**src/rtl/tinyml_pkg.sv**
```systemverilog
// Shared widths and sequencer state type for the tinyml dot-product datapath.
package tinyml_pkg;

  localparam int unsigned DATA_W = 8;
  localparam int unsigned ACC_W  = 16;
  localparam int unsigned ADDR_W = 8;
  localparam int unsigned LEN_W  = 9;

  typedef enum logic [2:0] {
    S_IDLE,
    S_FETCH,
    S_DRAIN,
    S_CAPTURE,
    S_DONE
  } seq_state_e;

endpackage

```
**src/rtl/mac_dot_sequencer.sv**
```systemverilog
// Streams len operand pairs from the act/wgt buffers into an external
// single-cycle MAC and captures bias + sum(act*wgt) as the result.
module mac_dot_sequencer
  import tinyml_pkg::*;
#(
  parameter int unsigned DATA_W = tinyml_pkg::DATA_W,
  parameter int unsigned ACC_W  = tinyml_pkg::ACC_W,
  parameter int unsigned ADDR_W = tinyml_pkg::ADDR_W,
  parameter int unsigned LEN_W  = tinyml_pkg::LEN_W
) (
  input  logic              clk,
  input  logic              reset,
  input  logic              start,
  input  logic [LEN_W-1:0]  len,
  input  logic [ADDR_W-1:0] base_addr,
  input  logic [ACC_W-1:0]  bias,
  output logic              busy,
  output logic              done,
  output logic [ACC_W-1:0]  result,
  output logic              rd_en,
  output logic [ADDR_W-1:0] rd_addr,
  input  logic [DATA_W-1:0] act_rdata,
  input  logic [DATA_W-1:0] wgt_rdata,
  output logic [DATA_W-1:0] mac_a,
  output logic [DATA_W-1:0] mac_b,
  output logic [ACC_W-1:0]  mac_acc_in,
  input  logic [ACC_W-1:0]  mac_acc_out
);

  seq_state_e        r_state;
  seq_state_e        w_next;
  logic [LEN_W-1:0]  r_len;
  logic [LEN_W-1:0]  r_cnt;
  logic [ADDR_W-1:0] r_addr;
  logic [ACC_W-1:0]  r_bias;
  logic [ACC_W-1:0]  r_result;
  logic              r_dv;
  logic              r_first;
  logic              r_zero;
  logic              w_last_issue;
  logic              w_accept;

  assign w_accept     = (r_state == S_IDLE) && start;
  assign w_last_issue = (r_cnt == LEN_W'(r_len - 1'b1));

  always_ff @(posedge clk or posedge reset) begin
    if (reset) begin
      r_state <= S_IDLE;
    end else begin
      r_state <= w_next;
    end
  end

  // A zero-length request skips the fetch pipeline but still passes through
  // CAPTURE so the done pulse lands two cycles after the accepted start.
  always_comb begin
    w_next = r_state;
    unique case (r_state)
      S_IDLE:    if (start) w_next = (len == '0) ? S_CAPTURE : S_FETCH;
      S_FETCH:   if (w_last_issue) w_next = S_DRAIN;
      S_DRAIN:   w_next = S_CAPTURE;
      S_CAPTURE: w_next = S_DONE;
      S_DONE:    w_next = S_IDLE;
      default:   w_next = S_IDLE;
    endcase
  end

  always_ff @(posedge clk or posedge reset) begin
    if (reset) begin
      r_len    <= '0;
      r_cnt    <= '0;
      r_addr   <= '0;
      r_bias   <= '0;
      r_result <= '0;
      r_dv     <= 1'b0;
      r_first  <= 1'b0;
      r_zero   <= 1'b0;
    end else begin
      r_dv <= (r_state == S_FETCH);
      if (w_accept) begin
        r_len   <= len;
        r_addr  <= base_addr;
        r_bias  <= bias;
        r_cnt   <= '0;
        r_first <= 1'b1;
        r_zero  <= (len == '0);
      end
      if (r_state == S_FETCH) begin
        r_addr <= r_addr + 1'b1;
        r_cnt  <= r_cnt + 1'b1;
      end
      if (r_dv) begin
        r_first <= 1'b0;
      end
      if (r_state == S_CAPTURE) begin
        r_result <= r_zero ? r_bias : mac_acc_out;
      end
    end
  end

  always_comb begin
    busy       = (r_state != S_IDLE);
    done       = (r_state == S_DONE);
    rd_en      = (r_state == S_FETCH);
    rd_addr    = r_addr;
    result     = r_result;
    mac_a      = r_dv ? act_rdata : '0;
    mac_b      = r_dv ? wgt_rdata : '0;
    mac_acc_in = (r_dv && r_first) ? r_bias : mac_acc_out;
  end

endmodule

```
**config.mk**
```make
export PLATFORM = sky130hd
export DESIGN_NAME = mac_dot_sequencer
export DESIGN_NICKNAME = d
export VERILOG_FILES = /design/src/rtl/tinyml_pkg.sv /design/src/rtl/mac_dot_sequencer.sv
export SDC_FILE = /design/constraint.sdc
export NUM_CORES = 1
export LEC_CHECK = 0
export ABC_CLOCK_PERIOD_IN_PS = 4190
export BUFFER_PORTS_ARGS = -buffer_cell sky130_fd_sc_hd__buf_2
export CORE_MARGIN = 2
export CORE_UTILIZATION = 45
export DETAILED_ROUTE_END_ITERATION = 8
export GPL_TIMING_DRIVEN = 1
export PLACE_DENSITY = 0.74
export SLEW_MARGIN = 20
export SYNTH_ARGS = -nofsm -noshare
export SYNTH_HDL_FRONTEND = slang
export SYNTH_SLANG_ARGS = --single-unit
```
**constraint.sdc**
```tcl
create_clock -name clk -period 4.19 [get_ports clk]
set_clock_uncertainty 0.2 [all_clocks]
set_input_delay 0.838 -clock clk [delete_from_list [all_inputs] [get_ports clk]]
set_output_delay 0.838 -clock clk [all_outputs]
set_load 0.005 [all_outputs]
```
Word-level counts from Yosys, hierarchy flattened --
Cells that the tools add are included.
Word-level totals: register bits after elaboration 64, input port bits 68, output and inout port bits 59, logic and storage cells 41
Cells by class: add/subtract/negate cells 3, equality and inequality tests 7, mux-type cells 14, reductions and logical operators 8
Operator list (number):
- $mux W16 | 2
- $mux W8 | 4
- $mux W9 | 2
- $pmux W3 S4 | 1
- $add A9 B1 Y9 const B | 1
- $eq A9 B9 Y1 | 1
- $logic_not A9 Y1 | 1
- $sub A9 B1 Y9 const B | 1
- $add A8 B1 Y8 const B | 1
- $eq A3 B2 Y1 const B | 2
- $mux W3 | 2
- $reduce_bool A2 Y1 | 2
- $eq A3 B1 Y1 const B | 1
- $eq A3 B3 Y1 const B | 1
- $logic_not A3 Y1 | 1
- $reduce_bool A3 Y1 | 1
- $logic_and A1 B1 Y1 | 2
- $mux W1 | 2
- $mux W2 | 1
- $ne A2 B1 Y1 const B | 1
- $ne A2 B2 Y1 const B | 1
- $reduce_and A2 Y1 | 1

Longest topological paths before layout --
Gate-level depths: netlist (run 1).
depth after elaboration 4, gate-level depth with buffers 8, mapped depth without buffers 7

Worst setup path before layout (run 1) --
Ideal clock, no wire load.
path kind register -> output, start point register r_dv, end point output mac_acc_in[10], data arrival time 1.203 ns, required time 3.152 ns, path slack 1.949 ns, stages on the path, launching flop included 4, buffers on the path 1, path through dfrtp_1 nand2_1 buf_2 mux2_2
On the way: longest elaborated chain between the ends 2
RTL lines:
- from (decl) | line mac_dot_sequencer.sv:37 | logic r_dv;
- from (signal assigned) | line mac_dot_sequencer.sv:79 | r_dv <= (r_state == S_FETCH);
- $logic_and A1 B1 Y1 | line mac_dot_sequencer.sv:109 | mac_acc_in = (r_dv && r_first) ? r_bias : mac_acc_out;
- $mux W16 | line mac_dot_sequencer.sv:109
- to (decl) | line mac_dot_sequencer.sv:26 | output logic [ACC_W-1:0] mac_acc_in,
No other way between the ends.

Final worst setup path (run 1) --
start point register r_state[1], end point output rd_en
On the way: longest elaborated chain between the ends 1
RTL lines:
- from (decl) | line mac_dot_sequencer.sv:30 | seq_state_e r_state;
- from (signal assigned) | line mac_dot_sequencer.sv:50 | r_state <= w_next;
- $eq A3 B1 Y1 | line mac_dot_sequencer.sv:104 | rd_en = (r_state == S_FETCH);
- to (decl) | line mac_dot_sequencer.sv:20 | output logic rd_en,
No other way between the ends.

==> metrics.txt, run 1 <==
# resized after CTS=0; dpl hpwl=6.290 mm; crit end category=output pin; RSZ-0062 raised after global routing=no; routed wire length per instance=14.46 microns; Root Buffer=clkbuf_8; Placed Instances=585; Worst-Skew Late Latency=0.35 ns; initial antenna violation count=0; critical path fanouts, max=17; Leakage=0.002139 uW; Die Y=91.08 microns; CTS tree=built; first-pass GRT wire length=14.46 mm; vias per cell=5.218; die area=0.008295 sq mm; slew margin rel.=34.65%; pwr/cell area=642.8 mW/mm^2; total grt overflow=0; # IOs=127; setup bufs post-CTS=0; status=finished clean; Worst Setup Slack, final=1.121 ns; layout cell share with drive strength beyond 1=33.20%; FF+latch count, synth=64; most common cell after layout, fill and taps aside=buf_2; Setup Viol. Count Final=0; Netlist cell types=41; Seq/Total Area, Yosys=46.94%; CP arrival=2.03 ns; post-synth net total=448; Clock Sinks=64; Pre-antenna DRT Iters=5; FILL cells=651; IR drop worst, VDD=0.3195 mV; dpl cell area=0.004096 sq mm; Starting Density=46.79%; vias in the first global route=2998; port bufs=126; Hold Vio Cnt, Final=0; Synth async-reset ratio=100.0%; htree depth=3; synthesized cell area=0.003412 sq mm; Storage cell area=0.001602 sq mm; Post-synth EDFFs=0; Tightest Pin Transition=0.9779 ns; commonest cells after routing, fill and taps aside=126 x buf_2, 108 x nand2_1, 64 x dfrtp_1; via count=3141; Slowest cell on crit path=inv_1; ys flop type=dfrtp_1; Crit Path Category=reg -> out; Die W=91.08 microns; clock tree buffer depth=2; nets=569; pin count of the biggest net entering global routing=41; area of the core=0.007292 sq mm; Residual DRC=0; Hold Buf Count CTS=0; worst hold path class=reg -> reg; Antenna Nets Post-Route=0; Rows=31; Cells after Synth=377; WL final=8.702 mm; Mean Syn Cell Area=9.050 sq um; final period utilization=73.25%; Yosys warning total=0; n_diodes=0; CTS clock-pin slew for the worst setup and hold paths=0.08 ns; post-layout min period=3.069 ns; setup TNS=0 ns; Final Max Slew Viols=0; GRT Resource Usage Total=21.60%; crit start category=flop; Final Cell Area=0.004357 sq mm; CP max stage delay=0.56 ns; area of the multi-input gates=0.001699 sq mm; fmax=325.8 MHz; initial DRC count=193; worst slack, placed=1.492 ns; Max Cap Viol=0; Layout Cells excl Fill=602; CTS buffer count=9; WP data required=3.15 ns; final estimated routing congestion in global placement=0.8798; worst path cell trace=nor2_1 -> nand2_1 -> inv_1 -> buf_2; area delta synth->final=27.69%
## Yosys cell counts (6+ instances only)
| cell | count | area, sq um |
|---|---|---|
| mux2i_1 | 16 | 160.2 |
| clkbuf_1 | 8 | 30.03 |
| dfrtp_1 | 64 | 1602 |
| buf_2 | 11 | 55.05 |
| and2_1 | 19 | 118.9 |
| nor3_1 | 8 | 40.04 |
| xor2_1 | 6 | 52.55 |
| mux2_2 | 16 | 180.2 |
| inv_1 | 7 | 26.28 |
| nor2_1 | 15 | 56.30 |
| nand3_1 | 10 | 50.05 |
| o21ai_0 | 37 | 185.2 |
| nand2_1 | 108 | 405.4 |
## final cells by class
class,instances,share of cell area [%]
Multi-Input combinational cell,287,39.00
Sequential cell,64,36.76
Timing Repair Buffer,129,15.08
Clock inverter,7,2.872
Clock buffer,9,2.843
Tap cell,99,2.843
Inverter,7,0.6031
## report_power, final
part	internal, uW	leakage [uW]	switching [uW]	total (uW)
Clock	402	0.000125	265	667
Sequential	887	0.000765	295	1180
Combinational	453	0.00125	497	951
## flip-flops by register name (all words and copies together) (netlist names)
name	count
r_first	1
r_cnt	9
r_bias	16
r_dv	1
r_zero	1
result	16
r_len	9
rd_addr	8
r_state	3
## worst max-delay path, delay by kind of cell (launching register included)
family | cells | cell delay, ns
buffers and inverters | 2 | 0.78
DFF | 1 | 0.45
and+or+nand+nor | 2 | 0.45
## cells by family after synthesis
kind of cell | after synthesis | synth area share [%]
DFF | 64 | 46.94
and+or+nand+nor | 177 | 23.76
muxes | 32 | 9.974
adders and majority gates | 3 | 1.100
AOI/OAI and AO/OA | 64 | 12.14
buffers and inverters | 26 | 3.264
xor gates and xnor gates | 11 | 2.824
## per-layer routing
| layer | track usage (%) | wire length [microns] | up-vias |
|---|---|---|---|
| li1 | - | - | 1539 |
| met2 | 35.43 | 4215 | 112 |
| met4 | 6.187 | 132 | 0 |
| met3 | 4.398 | 505 | 12 |
| met1 | 29.09 | 3849 | 1478 |
| met5 | 0 | 0 | - |
## through the flow
stage | hold slack, ns | utilization, % | total power (uW)
2_1_floorplan | 0.2635 | - | 1779
3_3_place_gp | 0.2565 | 56.18 | 2092
3_5_place_dp | 0.2655 | 56.18 | 2136
4_1_cts | 0.2835 | 59.59 | 2806
5_1_grt | 0.3028 | 59.75 | 3016
6_report | 0.2780 | 59.75 | 2800
## path summary, 6_finish.rpt
check | start | end | slack, ns | cells after the start
worst max-delay path | r_state[1]$_DFFE_PP0P_ | rd_en | 1.12 | 4
worst min-delay path | result[11]$_DFFE_PP0P_ | result[11]$_DFFE_PP0P_ | 0.28 | 2
worst max register to register | r_state[1]$_DFFE_PP0P_ | rd_addr[5]$_DFFE_PP0P_ | 1.55 | 6
worst min register to register | result[11]$_DFFE_PP0P_ | result[11]$_DFFE_PP0P_ | 0.28 | 2
max in group asynchronous | reset | r_bias[6]$_DFFE_PP0P_ | 2.52 | 3
min in group asynchronous | reset | rd_addr[4]$_DFFE_PP0P_ | 0.44 | 2
(Power assumes the default switching activity.)
==> run 2: changes to the inputs <==
ABC_AREA = 1   (was default)
ABC_CLOCK_PERIOD_IN_PS = 3000   (was 4190)
clock period = 3 ns   (was 4.19 ns; I/O delays follow)
==> run 2 against run 1 <==
Largest power group is now combinational logic. Register-to-register slack got worse by 0.72 ns. Critical endpoint is now mac_acc_in[9]. Die area increased by 1.1%. Largest cell class is now registers. Worst setup slack got worse by 0.55 ns.
==> metrics.txt, run 2 <==
area delta synth->final=27.34%; hold slack=0.09590 ns; port bufs=126; final core occ=59.94%; IR drop worst, VDD=0.4995 mV; initial DRC count=182; crit start category=flop; pwr/cell area=934.1 mW/mm^2; vias in the first global route=3196; Worst R2R End=r_bias[1]$_DFFE_PP0P_; Root Buffer=clkbuf_8; Register-to-Register Path Depth=6; Leakage=0.002399 uW; GRT Resource Usage Total=21.52%; synthesized cell area=0.003451 sq mm; fmax=411.2 MHz; Residual DRC=0; Cell Int Power=2408 uW; Final Max Slew Viols=0; first-pass GRT wire length=14.50 mm; nets=674; Power, Total=4105 uW; CP max stage delay=0.64 ns; CTS tree=built; CTS clock-pin slew for the worst setup and hold paths=0.07 ns; CP arrival=1.63 ns; Netlist cell types=25; Die Y=91.57 microns; initial antenna violation count=0; share of the synthesized area in the top cell type=46.41%; Crit Path Category=reg -> out; # resized after CTS=0; Rows=31; count leader, synth=nand2_1; Yosys warning total=0; Worst-Skew Late Latency=0.33 ns; FF+latch count, synth=64; top cells by count, synth=143 x nand2_1, 64 x dfrtp_1, 63 x inv_1; vias per cell=4.926; slew margin rel.=38.36%; post-synth net total=549; origin of the critical flop-to-flop path=r_state[2]$_DFFE_PP0P_; Setup Viol. Count Final=0; Clock Sinks=64; Cells after Synth=478; worst path cell trace=nand2_1 -> buf_4 -> o21ai_0 -> buf_2; WL final=8.682 mm; ys flop type=dfrtp_1; Pre-antenna DRT Iters=4; htree depth=3; pin count of the biggest net entering global routing=34; RSZ-0062 raised after global routing=no; Seq pwr share=37.3%; Die W=91.57 microns; commonest cells after routing, fill and taps aside=143 x nand2_1, 126 x buf_2, 64 x dfrtp_1; dpl hpwl=6.657 mm; most common cell after layout, fill and taps aside=nand2_1; Hold Buf Count CTS=0; Max Cap Viol=0; Net Switching=1696 uW; crit end category=output pin; area leader, netlist=dfrtp_1; Slowest cell on crit path=dfrtp_1; Antenna Nets Post-Route=0; FILL cells=684; post-layout min period=2.432 ns; clock power share=19.7%; critical path fanouts, max=32; Synth async-reset ratio=100.0%; Starting Density=47.07%; worst hold path class=in -> async; Hold Vio Cnt, Final=0; die area=0.008385 sq mm; Seq/Total Area, Yosys=46.41%; Final Cell Area=0.004394 sq mm; via count=3483; area of the core=0.007331 sq mm; Logic pwr share=43.0%; CTS buffer count=9; Reg2Reg Setup Slack=0.83 ns; WP data required=2.20 ns; clock tree buffer depth=2; top post-synthesis cells by area=dfrtp_1 46%, nand2_1 16%, o21ai_0 7.5%; setup TNS=0 ns; layout cell share with drive strength beyond 1=26.32%; # IOs=127; setup bufs post-CTS=0; final period utilization=81.05%; status=finished clean; total grt overflow=0; n_diodes=0; Tightest Pin Transition=0.9246 ns; dpl cell area=0.004174 sq mm; routed wire length per instance=12.28 microns; Post-synth EDFFs=0; Net Sw Frac=41.33%; final estimated routing congestion in global placement=0.8711; Mean Syn Cell Area=7.219 sq um
[run 2: cell count changes in the layout (fill, tap and decap cells not counted), sizes merged, moves of 15 or more]
cell / delta
a21oi: +25
and2: -19
inv: +57
mux2: -15
mux2i: -16
nand2: +35
nand3: +17
nor2: +33
o21ai: +16
[run 2: metrics by stage]
stage,setup WS (ns),cells
2_1_floorplan,0.6019,478
3_3_place_gp,0.8827,691
3_5_place_dp,0.8478,691
4_1_cts,0.5443,707
5_1_grt,0.3391,707
6_report,0.5684,707
[run 2: critical path: cells and delay by family (launching register included)]
kind	cells	cell delay, ns
AND/OR/NAND/NOR	1	0.10
flip-flops	1	0.64
AO/OA/AOI/OAI	1	0.18
buffers and inverters	2	0.37
[run 2: worst max-delay path by stage]
| stage | start | to | slack (ns) |
|---|---|---|---|
| floorplan | reset | r_bias[0]$_DFFE_PP0P_ | 0.60 |
| global placement | start | r_bias[0]$_DFFE_PP0P_ | 0.88 |
| detailed placement | start | r_bias[0]$_DFFE_PP0P_ | 0.85 |
| CTS | r_dv$_DFF_PP0_ | mac_acc_in[11] | 0.54 |
| global route | r_dv$_DFF_PP0_ | mac_acc_in[3] | 0.34 |
| finish | r_dv$_DFF_PP0_ | mac_acc_in[9] | 0.57 |
[run 2: layer usage]
layer  share of wire (%)  GRT usage, %  wire length [microns]
met4                 1.5         8.207                    130
met1                  45         28.52                   3866
met3                 6.8         3.734                    592
met5                   0             0                      0
met2                  47         35.17                   4093
[run 2: area by class of cell]
type                       count  area, sq um  area share (%)
sequential                    64         1602           36.45
clock inverter                 7        96.34           2.192
inverter                      67        251.5           5.723
timing repair buffer         132        675.6           15.38
multi-input combinational    329         1521           34.62
clock buffer                   9        123.9           2.819
tap                           99        123.9           2.819
[run 2: power groups by stage]
stage,sequential [uW],clock [uW],combinational (uW)
global route,1590,870,2040
CTS,1530,830,1780
detailed placement,1540,0,1780
finish,1530,810,1770
floorplan,1480,0,1210
global placement,1530,0,1730
[run 2: cell families (layout without fill, tap and decap cells)]
group / Yosys count / in the layout / share of synthesized area (%)
buffers and inverters: 85 / 215 / 9.572
flip-flops: 64 / 64 / 46.41
multiplexers: 1 / 1 / 0.3263
AND/OR/NAND/NOR: 228 / 228 / 27.23
XOR/XNOR: 6 / 6 / 1.523
adder cells (fa/ha/maj): 3 / 3 / 1.088
AO/OA/AOI/OAI: 91 / 91 / 13.85
